[config.mk]
export PLATFORM = sky130hd
export DESIGN_NAME = pkt_gen_multi
export DESIGN_NICKNAME = d
export VERILOG_FILES = /design/src/rtl/pkt_gen_multi.sv
export SDC_FILE = /design/constraint.sdc
export NUM_CORES = 1
export LEC_CHECK = 0
export BUFFER_PORTS_ARGS = -buffer_cell sky130_fd_sc_hd__buf_2
export CORE_MARGIN = 1.5
export CORE_UTILIZATION = 60
export CTS_CLUSTER_DIAMETER = 60
export CTS_CLUSTER_SIZE = 28
export DETAILED_ROUTE_END_ITERATION = 16
export PLACE_DENSITY = 0.87
export SETUP_SLACK_MARGIN = 0.4
export SYNTH_ARGS = -nofsm -noshare
export SYNTH_HDL_FRONTEND = slang
export SYNTH_SLANG_ARGS = --single-unit
export TNS_END_PERCENT = 1
[constraint.sdc]
create_clock -name clk -period 7.1 [get_ports clk]
set_input_delay 1.42 -clock clk [delete_from_list [all_inputs] [get_ports clk]]
set_output_delay 1.42 -clock clk [all_outputs]
set_load 0.005 [all_outputs]
[src/rtl/pkt_gen_multi.sv]
// pkt_gen_multi
//   Burst test-packet generator for the UDP/IP transmit path. Each accepted
//   start produces cfg_num packets of cfg_len bytes, separated by cfg_gap idle
//   cycles, carrying an incrementing, fixed or PRBS payload. Byte 0 of a
//   packet sits in the MSB byte of dout.
//
// Ports
//   clk, rst          clock, asynchronous active-high reset
//   start             one-cycle start pulse, sampled only while idle
//   abort             finish the current packet, then end the burst
//   cfg_len/num/gap   packet length (bytes), packets per burst, inter-packet gap
//   cfg_mode          0/3 incrementing, 1 fixed word, 2 PRBS
//   cfg_seed          fixed word (mode 1) or LFSR seed (mode 2)
//   busy              burst in progress
//   dout, dout_vld, dout_sop, dout_eop, dout_mty   beat stream (mty = pad bytes on eop)
//   rdy               downstream ready; a beat moves on dout_vld & rdy
//   pkt_cnt           packets completed in the current or last burst
module pkt_gen_multi #(
  parameter int DATA_W = 16,
  parameter int LEN_W  = 16,
  parameter int NUM_W  = 16,
  parameter int GAP_W  = 8
) (
  input  logic              clk,
  input  logic              rst,
  input  logic              start,
  input  logic              abort,
  input  logic [LEN_W-1:0]  cfg_len,
  input  logic [NUM_W-1:0]  cfg_num,
  input  logic [GAP_W-1:0]  cfg_gap,
  input  logic [1:0]        cfg_mode,
  input  logic [DATA_W-1:0] cfg_seed,
  output logic              busy,
  output logic [DATA_W-1:0] dout,
  output logic              dout_vld,
  output logic              dout_sop,
  output logic              dout_eop,
  output logic [((DATA_W/8) > 1 ? $clog2(DATA_W/8) : 1)-1:0] dout_mty,
  input  logic              rdy,
  output logic [NUM_W-1:0]  pkt_cnt
);

  localparam int BYTES = DATA_W / 8;
  localparam int MTY_W = (BYTES > 1) ? $clog2(BYTES) : 1;
  localparam logic [LEN_W:0] BYTES_L = (LEN_W+1)'(BYTES);

  typedef enum logic [1:0] {IDLE, SEND, GAP} state_t;

  // Fibonacci LFSR, x^32 + x^22 + x^2 + x + 1
  function automatic logic [31:0] lfsr_step(input logic [31:0] l);
    return {l[30:0], l[31] ^ l[21] ^ l[1] ^ l[0]};
  endfunction

  // Zero every byte lane at or beyond the bytes remaining in the packet
  function automatic logic [DATA_W-1:0] pad_zero(input logic [DATA_W-1:0] w,
                                                 input logic [LEN_W:0]    rem);
    logic [DATA_W-1:0] r;
    r = w;
    for (int j = 0; j < BYTES; j++)
      if ((LEN_W+1)'(j) >= rem) r[DATA_W-1-8*j -: 8] = 8'h00;
    return r;
  endfunction

  // Incrementing pattern: lane j carries (packet byte index) mod 256
  function automatic logic [DATA_W-1:0] inc_word(input logic [7:0] b);
    logic [DATA_W-1:0] r;
    r = '0;
    for (int j = 0; j < BYTES; j++)
      r[DATA_W-1-8*j -: 8] = b + 8'(j);
    return r;
  endfunction

  state_t             state_q, state_d;
  logic               busy_q, busy_d;
  logic [DATA_W-1:0]  dout_q, dout_d;
  logic               vld_q, vld_d, sop_q, sop_d, eop_q, eop_d;
  logic [MTY_W-1:0]   mty_q, mty_d;
  logic [NUM_W-1:0]   pkt_cnt_q, pkt_cnt_d;
  logic [LEN_W-1:0]   len_q, len_d;
  logic [NUM_W-1:0]   num_q, num_d;
  logic [GAP_W-1:0]   gap_q, gap_d, gap_cnt_q, gap_cnt_d;
  logic [1:0]         mode_q, mode_d;
  logic [DATA_W-1:0]  seed_q, seed_d;
  logic [31:0]        lfsr_q, lfsr_d;
  logic [LEN_W:0]     byte_q, byte_d;      // byte index of the next beat to load
  logic               abort_q, abort_d;

  logic               idle, acc, abort_eff, ld_beat, clr_beat;
  logic [LEN_W:0]     ld_byte, rem;
  logic [DATA_W-1:0]  raw;
  logic [NUM_W-1:0]   cnt_inc;
  logic [LEN_W-1:0]   cur_len;
  logic [1:0]         cur_mode;
  logic [DATA_W-1:0]  cur_seed;
  logic [31:0]        cur_lfsr;

  always_comb begin
    state_d   = state_q;
    busy_d    = busy_q;
    dout_d    = dout_q;
    vld_d     = vld_q;
    sop_d     = sop_q;
    eop_d     = eop_q;
    mty_d     = mty_q;
    pkt_cnt_d = pkt_cnt_q;
    len_d     = len_q;
    num_d     = num_q;
    gap_d     = gap_q;
    mode_d    = mode_q;
    seed_d    = seed_q;
    lfsr_d    = lfsr_q;
    byte_d    = byte_q;
    gap_cnt_d = gap_cnt_q;
    abort_d   = abort_q;
    ld_beat   = 1'b0;
    clr_beat  = 1'b0;
    ld_byte   = '0;
    rem       = '0;
    raw       = '0;

    // The first beat is built in the start cycle, straight from the cfg inputs
    idle      = (state_q == IDLE);
    cur_len   = idle ? cfg_len  : len_q;
    cur_mode  = idle ? cfg_mode : mode_q;
    cur_seed  = idle ? cfg_seed : seed_q;
    cur_lfsr  = !idle ? lfsr_q : ((cfg_seed == '0) ? 32'd1 : 32'(cfg_seed));
    acc       = vld_q & rdy;
    abort_eff = abort_q | abort;
    cnt_inc   = pkt_cnt_q + NUM_W'(1);

    if (!idle && abort) abort_d = 1'b1;

    case (state_q)
      IDLE: begin
        if (start && (cfg_len != '0) && (cfg_num != '0)) begin
          len_d     = cfg_len;
          num_d     = cfg_num;
          gap_d     = cfg_gap;
          mode_d    = cfg_mode;
          seed_d    = cfg_seed;
          pkt_cnt_d = '0;
          busy_d    = 1'b1;
          abort_d   = 1'b0;
          state_d   = SEND;
          ld_beat   = 1'b1;
        end
      end
      SEND: begin
        if (acc) begin
          if (eop_q) begin
            pkt_cnt_d = cnt_inc;
            if ((cnt_inc == num_q) || abort_eff) begin
              state_d  = IDLE;
              busy_d   = 1'b0;
              abort_d  = 1'b0;
              clr_beat = 1'b1;
            end else if (gap_q == '0) begin
              ld_beat = 1'b1;
            end else begin
              state_d   = GAP;
              gap_cnt_d = gap_q;
              clr_beat  = 1'b1;
            end
          end else begin
            ld_beat = 1'b1;
            ld_byte = byte_q;
          end
        end
      end
      GAP: begin
        if (abort_eff) begin
          state_d  = IDLE;
          busy_d   = 1'b0;
          abort_d  = 1'b0;
          clr_beat = 1'b1;
        end else if (gap_cnt_q == GAP_W'(1)) begin
          state_d = SEND;
          ld_beat = 1'b1;
        end else begin
          gap_cnt_d = gap_cnt_q - GAP_W'(1);
        end
      end
      default: state_d = IDLE;
    endcase

    if (clr_beat) begin
      vld_d  = 1'b0;
      sop_d  = 1'b0;
      eop_d  = 1'b0;
      mty_d  = '0;
      dout_d = '0;
    end

    // Beats are only loaded when the output register is empty or just accepted,
    // so a stalled beat holds stable; the LFSR therefore steps once per beat.
    if (ld_beat) begin
      rem = {1'b0, cur_len} - ld_byte;
      case (cur_mode)
        2'd1:    raw = cur_seed;
        2'd2:    raw = cur_lfsr[DATA_W-1:0];
        default: raw = inc_word(ld_byte[7:0]);
      endcase
      dout_d = pad_zero(raw, rem);
      vld_d  = 1'b1;
      sop_d  = (ld_byte == '0);
      eop_d  = (rem <= BYTES_L);
      mty_d  = eop_d ? MTY_W'(BYTES_L - rem) : '0;
      byte_d = ld_byte + BYTES_L;
      lfsr_d = lfsr_step(cur_lfsr);
    end
  end

  always_ff @(posedge clk or posedge rst) begin
    if (rst) begin
      state_q   <= IDLE;
      busy_q    <= 1'b0;
      dout_q    <= '0;
      vld_q     <= 1'b0;
      sop_q     <= 1'b0;
      eop_q     <= 1'b0;
      mty_q     <= '0;
      pkt_cnt_q <= '0;
      len_q     <= '0;
      num_q     <= '0;
      gap_q     <= '0;
      mode_q    <= '0;
      seed_q    <= '0;
      lfsr_q    <= 32'd1;
      byte_q    <= '0;
      gap_cnt_q <= '0;
      abort_q   <= 1'b0;
    end else begin
      state_q   <= state_d;
      busy_q    <= busy_d;
      dout_q    <= dout_d;
      vld_q     <= vld_d;
      sop_q     <= sop_d;
      eop_q     <= eop_d;
      mty_q     <= mty_d;
      pkt_cnt_q <= pkt_cnt_d;
      len_q     <= len_d;
      num_q     <= num_d;
      gap_q     <= gap_d;
      mode_q    <= mode_d;
      seed_q    <= seed_d;
      lfsr_q    <= lfsr_d;
      byte_q    <= byte_d;
      gap_cnt_q <= gap_cnt_d;
      abort_q   <= abort_d;
    end
  end

  assign busy     = busy_q;
  assign dout     = dout_q;
  assign dout_vld = vld_q;
  assign dout_sop = sop_q;
  assign dout_eop = eop_q;
  assign dout_mty = mty_q;
  assign pkt_cnt  = pkt_cnt_q;

endmodule

==> flow_summary.json, run 1 <==
{
  "seq_power_share_pct": 47.7,
  "critPathKind": "in2reg",
  "start_kind": "primary input",
  "netlist.area_leader.share_pct": 41.23,
  "first_iter_violations": 716,
  "gp_congestion": 0.9663,
  "ir_drop_mv": 0.1970,
  "synth_nets": 1076,
  "worstMarginPinSlew_ns": 1.039,
  "synth_fa_ha_area_share_pct": 3.815,
  "first_global_vias": 7681,
  "coreArea_um2": 15200,
  "h-tree-depth": 4,
  "seq_area_frac_synth_pct": 41.51,
  "synth_area_um2": 9348,
  "slowest_delay_ns": 0.81,
  "fill_cells": 1124,
  "cts_resized": 0,
  "cts_tree": "done",
  "ctsHoldBuffers": 0,
  "antenna_cells": 0,
  "ant_nets": 0,
  "rr_endpoint": "dout[5]",
  "seq_area_um2": 3880,
  "die_area_um2": 16340,
  "synth_edf_count": 0,
  "place_ws_ns": 1.619,
  "combPwrFrac_pct": 2.6,
  "end_kind": "register",
  "cts_inserted_buffers": 17,
  "clk_pin_slew_ns": 0.06,
  "synth_xor_area_share_pct": 4.082,
  "grtUsageTotal_pct": 30.42,
  "die_x_um": 127.8,
  "crit_path_cell_trace": "buf_2 > and4b_1 > buf_4 > and2_1 > inv_1 > fa_1 > a21oi_1 > nor3_1 > o31a_1 > a31oi_1 > nor4b_1 > a2111o_1 > nor4_2 > o2bb2ai_1",
  "dr.pass1.iters": 6,
  "synthCells": 986,
  "drv_slew": 0,
  "yosys.cell_types.count": 73,
  "yosysWarnings": 0,
  "cp_slowest_cell": "nor4_2",
  "post-route-drc-count": 0,
  "syn_area_per_cell_um2": 9.480,
  "synthMuxAreaShare_pct": 11.66,
  "async_flop_share_pct": 100.0,
  "postCtsSetupRepairBufs": 0,
  "max_freq_ghz": 0.1947,
  "rows": 45,
  "grt_max_degree": 103,
  "antenna_found_initial": 0,
  "path_buf_inv": 3,
  "start_util_pct": 61.49,
  "status": "completed",
  "syn_to_final_growth_pct": 12.13,
  "path_depth": 14,
  "stdcell_count": 1248,
  "vias": 8138,
  "ys.flop_type": "dfrtp_1",
  "p_int_w": 0.001421,
  "finalNetCount": 1137,
  "power_switching_w": 0.0004311,
  "hp-class": "reg2reg",
  "clk_latency_ns": 0.44,
  "num_io_pins": 100,
  "clock_skew_ns": 0.01189,
  "worst_slack_ns": 1.965,
  "cp_max_fo": 35,
  "setup_viol": 0,
  "synth_simple_gate_area_share_pct": 15.87,
  "cts_sinks": 155,
  "portBuffers": 99,
  "synth_area_leader_cell": "dfrtp_1",
  "powerDensity_nw_per_um2": 176.7,
  "rsz0062_at_grt": "false",
  "grt_pass1_wl_um": 39180,
  "worstSetupStartpoint": "rdy",
  "via_per_inst": 6.521,
  "leakage_nw": 4.843,
  "finalHoldViolations": 0,
  "synth_top_family_by_area": "compound AO/OA/AOI/OAI gates",
  "multiInputGateArea_um2": 5102,
  "drv_cap": 0,
  "finalCritPeriodShare_pct": 72.33,
  "worstPathArrival_ns": 5.42,
  "wl_um": 23970,
  "fp.dieH_um": 127.8,
  "crit_family": "simple AND/OR/NAND/NOR gates",
  "pwr-share-clk_pct": 49.8,
  "synth_area_leaders": "dfrtp_1 (41%), mux2_2 (9.2%), o21ai_0 (5.0%)",
  "wire_per_inst_um": 19.21,
  "ys_seq_elements": 155,
  "worstPathRequired_ns": 7.38,
  "drive_gt1_share_pct": 22.08,
  "fin_util_pct": 68.95,
  "globalRouteOverflowTotal": 0,
  "r2r_start": "state_q[1]",
  "r2r_cells": 15,
  "whs_ns": 0.4851,
  "post-place-cells": 1216,
  "synth_compound_area_share_pct": 18.94,
  "r2r_setup_slack_ns": 2.14,
  "hpwl_um": 16000,
  "period_needed_ns": 5.135,
  "clk_path_buf_depth": 2,
  "clockRootBuffer": "clkbuf_16",
  "crit_end": "dout[5]",
  "netSwitchingFraction_pct": 23.27,
  "fin_setup_tns_ns": 0,
  "relSlewSlack_pct": 30.72
}
registers in the layout, summed over array words and instances, names as in the netlist:
register / count
dout: 16
dout_eop: 1
dout_mty: 1
abort_q: 1
busy: 1
pkt_cnt: 16
lfsr_q: 32
len_q: 16
state_q: 2
mode_q: 2
dout_vld: 1
gap_q: 8
dout_sop: 1
gap_cnt_q: 8
num_q: 16
byte_q: 17
seed_q: 16
worst min path at each step:
stage	slack, ns	startpoint	to	depth (start not counted)
floorplan	0.45	lfsr_q[16]	lfsr_q[16]	2
global placement	0.46	lfsr_q[23]	lfsr_q[23]	2
detailed placement	0.47	dout[7]	dout[7]	1
CTS	0.49	lfsr_q[30]	lfsr_q[30]	2
global route	0.51	lfsr_q[20]	lfsr_q[20]	2
finish	0.49	lfsr_q[23]	lfsr_q[23]	2
logic make-up (layout without fill, tap and decap cells):
kind of cell / Yosys count / in the layout
AOI/OAI and AO/OA: 263 / 263
adders and majority gates: 28 / 28
xor gates and xnor gates: 42 / 42
muxes: 98 / 98
and+or+nand+nor: 305 / 305
buffers and inverters: 95 / 169
DFF: 155 / 155
stage by stage:
step	power, W	area (um^2)
floorplan	0.0009152	9348
global placement	0.0009466	9891
detailed placement	0.0009478	9891
CTS	0.001859	10480
global route	0.001904	10480
finish	0.001852	10480
power groups by stage:
stage	Sequential [W]	Clock, W	Combinational [W]
2_1_floorplan	0.000900	0	0.0000155
3_3_place_gp	0.000900	0	0.0000471
3_5_place_dp	0.000900	0	0.0000482
4_1_cts	0.000883	0.000927	0.0000486
5_1_grt	0.000882	0.000968	0.0000539
6_report	0.000883	0.000922	0.0000477
cell type report:
| type | count | area share [%] |
|---|---|---|
| inverters | 30 | 1.122 |
| repair buffers | 107 | 5.300 |
| flip-flops and latches | 155 | 37.02 |
| multi-input cells | 736 | 48.68 |
| well taps | 188 | 2.244 |
| clock inverters | 15 | 1.576 |
| clock buffers | 17 | 4.059 |
routing by layer:
layer / vias to the layer above / wire length (um) / track usage [%]
met5: - / 0 / 0
li1: 3751 / - / -
met1: 3926 / 10580 / 42.96
met2: 403 / 10870 / 46.87
met4: 0 / 624 / 10.05
met3: 58 / 1896 / 6.636
synth_stat cells, types with 20 or more instances:
library cell / instances
a21oi_1: 28
a22o_1: 24
clkbuf_1: 43
dfrtp_1: 154
ha_1: 26
inv_1: 30
mux2_2: 76
mux2i_1: 20
nand2_1: 114
nand3_1: 31
nor2_1: 52
nor3_1: 21
o21ai_0: 94
xnor2_1: 21
xor2_1: 20
layout by cell type, fill, tap and decap left out, types with 7 or more instances in the layout:
master,netlist,final
nor3_1,21,21
buf_2,11,99
o31ai_1,14,14
mux2_2,76,76
a22o_1,24,24
nand4_1,14,14
nand2b_1,8,8
inv_1,30,29
clkbuf_16,0,17
a221oi_1,18,18
a31oi_1,15,14
nor2_1,52,52
o2bb2ai_1,10,10
dfrtp_1,154,154
xor2_1,20,20
nand2_1,114,113
mux2i_1,20,20
a211oi_1,12,12
and2_1,7,7
o21ai_0,94,94
a21oi_1,28,28
buf_4,2,8
ha_1,26,25
nand3_1,31,31
xnor2_1,21,21
nor4_1,18,18
nor2b_1,7,7
worst register-to-register path: cells and delay by family, from the launching register on:
kind | cells | cell delay (ns)
flops | 1 | 0.42
compound gates | 5 | 1.44
buf+inv | 3 | 0.57
fa+ha+maj | 2 | 0.85
simple gates | 5 | 1.52
Note: power is estimated with default switching activity, not from simulation.
==> run 2, diff against run 1 <==
clock period = 4.9 ns   (was 7.1 ns; I/O delays follow)
==> run 2 against run 1 <==
Die area did not move. Power is 47% higher. Cell count up 0.80%. Clock-buffer cell count increased by 1. Design area is 1.2% higher. Utilization rose by 0.80 points. Worst setup slack got worse by 1.3 ns. Worst hold slack worse by 0.00088 ns. First-iteration DRC count rose by 22%. Via count rose by 0.37%. Critical endpoint is now dout[15].
==> flow_summary.json, run 2 (synthesis results as in run 1) <==
{
  "status": "completed",
  "layout.cells.most_common": "dfrtp_1",
  "rsz0062_at_grt": "false",
  "globalRouteOverflowTotal": 0,
  "hp-class": "reg2reg",
  "cp_slowest_cell": "or4_4",
  "h-tree-depth": 4,
  "drv_slew": 0,
  "clock_skew_ns": 0.01588,
  "via_per_inst": 6.493,
  "path_buf_inv": 2,
  "relSlewSlack_pct": 40.99,
  "period_needed_ns": 4.264,
  "finalHoldViolations": 0,
  "fin_util_pct": 69.74,
  "wl_um": 23650,
  "drive_gt1_share_pct": 22.99,
  "fin_setup_tns_ns": 0,
  "gp_congestion": 0.9465,
  "wire_per_inst_um": 18.80,
  "stdcell_count": 1258,
  "die_area_um2": 16340,
  "finalNetCount": 1147,
  "first_global_vias": 7560,
  "post-route-drc-count": 0,
  "whs_ns": 0.4842,
  "rows": 45,
  "largest_register_ffs": 32,
  "r2r_cells": 15,
  "grt_pass1_wl_um": 38180,
  "whs_path_depth": 2,
  "antenna_cells": 0,
  "finalCritPeriodShare_pct": 87.02,
  "crit_family": "compound AO/OA/AOI/OAI gates",
  "grt_max_degree": 156,
  "setup_viol": 0,
  "start_util_pct": 61.49,
  "syn_to_final_growth_pct": 13.43,
  "start_kind": "primary input",
  "clk_latency_ns": 0.43,
  "ant_nets": 0,
  "critPathKind": "in2reg",
  "leakage_nw": 4.905,
  "ir_drop_mv": 0.2638,
  "path_depth": 14,
  "top_regs": "lfsr_q: 32 flops, byte_q: 17 flops",
  "cts_inserted_buffers": 17,
  "worstPathArrival_ns": 4.59,
  "max_freq_ghz": 0.2345,
  "clockRootBuffer": "clkbuf_16",
  "post-place-cells": 1226,
  "powerDensity_nw_per_um2": 256.7,
  "cts_tree": "done",
  "clk_pin_slew_ns": 0.07,
  "first_iter_violations": 873,
  "coreArea_um2": 15200,
  "slowest_delay_ns": 0.63,
  "dr.pass1.iters": 6,
  "worstSetupStartpoint": "rdy",
  "cts_sinks": 155,
  "r2r_start": "state_q[1]",
  "antenna_found_initial": 0,
  "crit_path_cell_trace": "buf_2 > and4b_1 > buf_4 > nand2_1 > ha_1 > o21a_1 > o31ai_1 > a211oi_1 > a32oi_2 > a221o_1 > xnor2_1 > a2111o_1 > or4_4 > a22o_1",
  "final_cell_mix": "dfrtp_1 (154), nand2_1 (113), buf_2 (99)",
  "worstPathRequired_ns": 5.22,
  "total_power_w": 0.002722,
  "end_kind": "register",
  "grtUsageTotal_pct": 29.58,
  "hpwl_um": 16020,
  "drv_cap": 0,
  "worstHoldStart": "lfsr_q[0]",
  "regMostFlops": "lfsr_q",
  "clk_path_buf_depth": 2,
  "die_x_um": 127.8,
  "cp_max_fo": 17,
  "postCtsSetupRepairBufs": 0,
  "fp.dieH_um": 127.8,
  "vias": 8168,
  "portBuffers": 99,
  "worstMarginPinSlew_ns": 0.8851,
  "num_io_pins": 100
}
run 2: tightest hold or removal path: cells and delay by family (launching register included):
kind	cells	cell delay, ns
flip-flops	1	0.37
AND/OR/NAND/NOR	1	0.04
AO/OA/AOI/OAI	1	0.07
run 2: final timing paths:
check,slack (ns),end
hold / removal,0.48,lfsr_q[0]
min in group asynchronous,0.77,pkt_cnt[14]
hold reg to reg,0.48,lfsr_q[0]
setup reg to reg,0.65,dout[15]
setup / recovery,0.64,dout[15]
max in group asynchronous,3.49,dout[0]
run 2: cell type report:
class | count | area, um^2
clock buffer | 18 | 439.2
clock inverter | 14 | 176.4
fill | 1094 | 4599
inverter | 30 | 116.4
multi-input combinational | 736 | 5112
sequential | 155 | 3880
tap | 188 | 235.2
timing repair buffer | 117 | 643.1
run 2: layer usage:
layer  track usage (%)  wire length [um]  up-vias
li1                  -                 -     3782
met1             41.10             10420     3969
met2             46.39             10740      373
met3             7.513              2004       44
met4             8.063               484        0
met5                 0                 0        -
run 2: through the flow:
| stage | worst slack (ns) | instance area (um^2) |
|---|---|---|
| global route | 0.4344 | 10600 |
| global placement | 0.2366 | 9977 |
| finish | 0.6359 | 10600 |
| detailed placement | 0.1376 | 9977 |
| floorplan | 0.009321 | 9351 |
| CTS | 0.5626 | 10590 |
run 2: timing repair:
item | CTS | global route
gates resized for setup | 0 | 2
hold buffers | 0 | 0
endpoints found under the setup margin | 0 | 8
run 2: power by group:
part                      switching (W)  internal (W)
logic                         0.0000481     0.0000223
registers      0.0000000000000000000441       0.00128
clock network                  0.000586      0.000786
==> run 3, diff against run 2 <==
CELL_PAD_IN_SITES_DETAIL_PLACEMENT = 0   (was default)
CELL_PAD_IN_SITES_GLOBAL_PLACEMENT = 1   (was default)
CORE_UTILIZATION = 40   (was 60)
PLACE_DENSITY = 0.77   (was 0.87)
==> run 3 against run 2 <==
Cell count is 10% higher. Sequential power hardly changed. Sequential cell count stayed put. Power hardly changed. Clock-buffer cell count is 4 higher. Die area is 49% higher. Clock skew is 0.0039 ns lower. Worst setup slack better by 0.085 ns. Via count is 3.4% lower. First-iteration DRC count is 44% lower. Critical path type unchanged. Highest routed layer is now met5.
==> flow_summary.json, run 3 (synthesis results as in run 1) <==
{
  "wl_um": 25130,
  "worst_slack_ns": 0.7211,
  "vias": 7891,
  "ant_nets": 0,
  "end_kind": "register",
  "num_io_pins": 100,
  "post-route-drc-count": 0,
  "dr.pass1.iters": 5,
  "clk_pin_slew_ns": 0.07,
  "seq_area_um2": 3880,
  "hpwl_um": 17530,
  "rsz0062_at_grt": "false",
  "syn_to_final_growth_pct": 15.58,
  "cts_inserted_buffers": 17,
  "netSwitchingFraction_pct": 21.72,
  "first_global_vias": 7462,
  "fp.dieH_um": 155.9,
  "antenna_found_initial": 2,
  "worstPathRequired_ns": 5.22,
  "largest_register_ffs": 32,
  "hp-class": "reg2reg",
  "fill_cells": 2189,
  "final_cell_mix": "dfrtp_1 (154), nand2_1 (113), buf_2 (99)",
  "max_freq_ghz": 0.2393,
  "crit_path_cell_trace": "buf_2 > and4b_2 > buf_12 > nand2_1 > ha_2 > o21a_1 > o31ai_2 > a211oi_2 > a32oi_2 > a221o_1 > xnor2_1 > a2111o_1 > or4_4 > a22o_1",
  "finalNetCount": 1147,
  "ir_drop_mv": 0.1715,
  "clk_latency_ns": 0.43,
  "coreArea_um2": 22780,
  "die_x_um": 155.9,
  "h-tree-depth": 4,
  "grt_pass1_wl_um": 40840,
  "critPathKind": "in2reg",
  "r2r_start": "state_q[1]",
  "setup_viol": 0,
  "combPwrFrac_pct": 2.6,
  "grtUsageTotal_pct": 21.41,
  "via_per_inst": 5.697,
  "globalRouteOverflowTotal": 0,
  "cts_sinks": 155,
  "pwr-share-clk_pct": 50.4,
  "design_area_um2": 10800,
  "clock_skew_ns": 0.01199,
  "portBuffers": 99,
  "clockRootBuffer": "clkbuf_16",
  "place_ws_ns": 0.08711,
  "path_buf_inv": 2,
  "drv_cap": 0,
  "die_area_um2": 24300,
  "relSlewSlack_pct": 42.90,
  "worstMarginPinSlew_ns": 0.8547,
  "ctsHoldBuffers": 0,
  "gp_congestion": 0.8151,
  "top_regs": "lfsr_q: 32 flops, byte_q: 17 flops",
  "start_kind": "primary input",
  "drive_gt1_share_pct": 23.18,
  "whs_path_depth": 2,
  "worstPathArrival_ns": 4.49,
  "start_util_pct": 41.04,
  "postPlaceCellArea_um2": 10160,
  "powerDensity_nw_per_um2": 252.1,
  "seq_power_share_pct": 47.0,
  "slowest_delay_ns": 0.62,
  "finalCritPeriodShare_pct": 85.28,
  "holdPathEnd": "lfsr_q[18]",
  "crit_family": "compound AO/OA/AOI/OAI gates",
  "first_iter_violations": 487,
  "r2r_cells": 15,
  "fin_setup_tns_ns": 0,
  "cts_tree": "done",
  "status": "completed",
  "p_int_w": 0.002133,
  "rr_endpoint": "dout[10]",
  "power_switching_w": 0.0005917,
  "drv_slew": 0,
  "wire_per_inst_um": 18.14,
  "leakage_nw": 4.908,
  "period_needed_ns": 4.179,
  "cp_max_fo": 32,
  "rows": 55,
  "grt_max_degree": 119,
  "clk_path_buf_depth": 2,
  "multiInputGateArea_um2": 5139,
  "worstHoldStart": "lfsr_q[18]",
  "layout.cells.most_common": "dfrtp_1",
  "r2r_setup_slack_ns": 0.73,
  "cp_slowest_cell": "or4_4",
  "regMostFlops": "lfsr_q",
  "finalHoldViolations": 0
}
[run 3: layout make-up]
type                            count  share of cell area [%]
Inverter                           30                   1.077
Antenna cell                        2                 0.04632
Clock inverter                     10                   1.297
Sequential cell                   155                   35.91
Timing Repair Buffer              117                   6.184
Clock buffer                       22                   4.296
Multi-Input combinational cell    736                   47.56
Tap cell                          313                   3.625
[run 3: power by group through the flow]
stage	Sequential, W	Clock [W]	Combinational [W]
after detailed placement	0.00130	0	0.0000734
after CTS	0.00128	0.00140	0.0000736
final	0.00128	0.00137	0.0000708
after global routing	0.00128	0.00146	0.0000808
after floorplan	0.00130	0	0.0000227
after global placement	0.00130	0	0.0000730
[run 3: timing repair]
item	CTS	global route
endpoints found under the hold margin	0	0
endpoints found under the setup margin	0	8
gates resized for setup	0	8
buffers inserted	0	0
[run 3: worst min-delay path, stage by stage, from the launching register on]
cell and delay (ns):
dfrtp_1 0.34, nand2_1 0.04, o21ai_0 0.06
[run 3: worst max path at each step]
| stage | from | end | slack, ns | depth (start not counted) |
|---|---|---|---|---|
| floorplan | rdy | dout[15] | 0.009 | 18 |
| global placement | rdy | dout[15] | 0.13 | 15 |
| detailed placement | rdy | dout[15] | 0.09 | 14 |
| CTS | state_q[1] | dout[10] | 0.52 | 17 |
| global route | state_q[1] | dout[15] | 0.41 | 17 |
| finish | rdy | dout[10] | 0.72 | 14 |
[run 3: per-layer routing]
layer | vias to the layer above | global-route usage (%) | part of all wire [%]
met3 | 26 | 3.722 | 4.7
met5 | - | 0 | 0.052
met4 | 2 | 6.395 | 1.6
met2 | 224 | 31.75 | 44
met1 | 3859 | 31.71 | 49
li1 | 3780 | - | -
[run 3: metrics by stage]
step / hold WS (ns) / cells / utilization, % / power, W
detailed placement: 0.4687 / 1351 / 44.60 / 0.001377
floorplan: 0.4497 / 986 / - / 0.001326
finish: 0.4784 / 1385 / 47.43 / 0.002724
CTS: 0.4838 / 1383 / 47.25 / 0.002754
global route: 0.5045 / 1384 / 47.42 / 0.002818
global placement: 0.4615 / 1351 / 44.60 / 0.001376
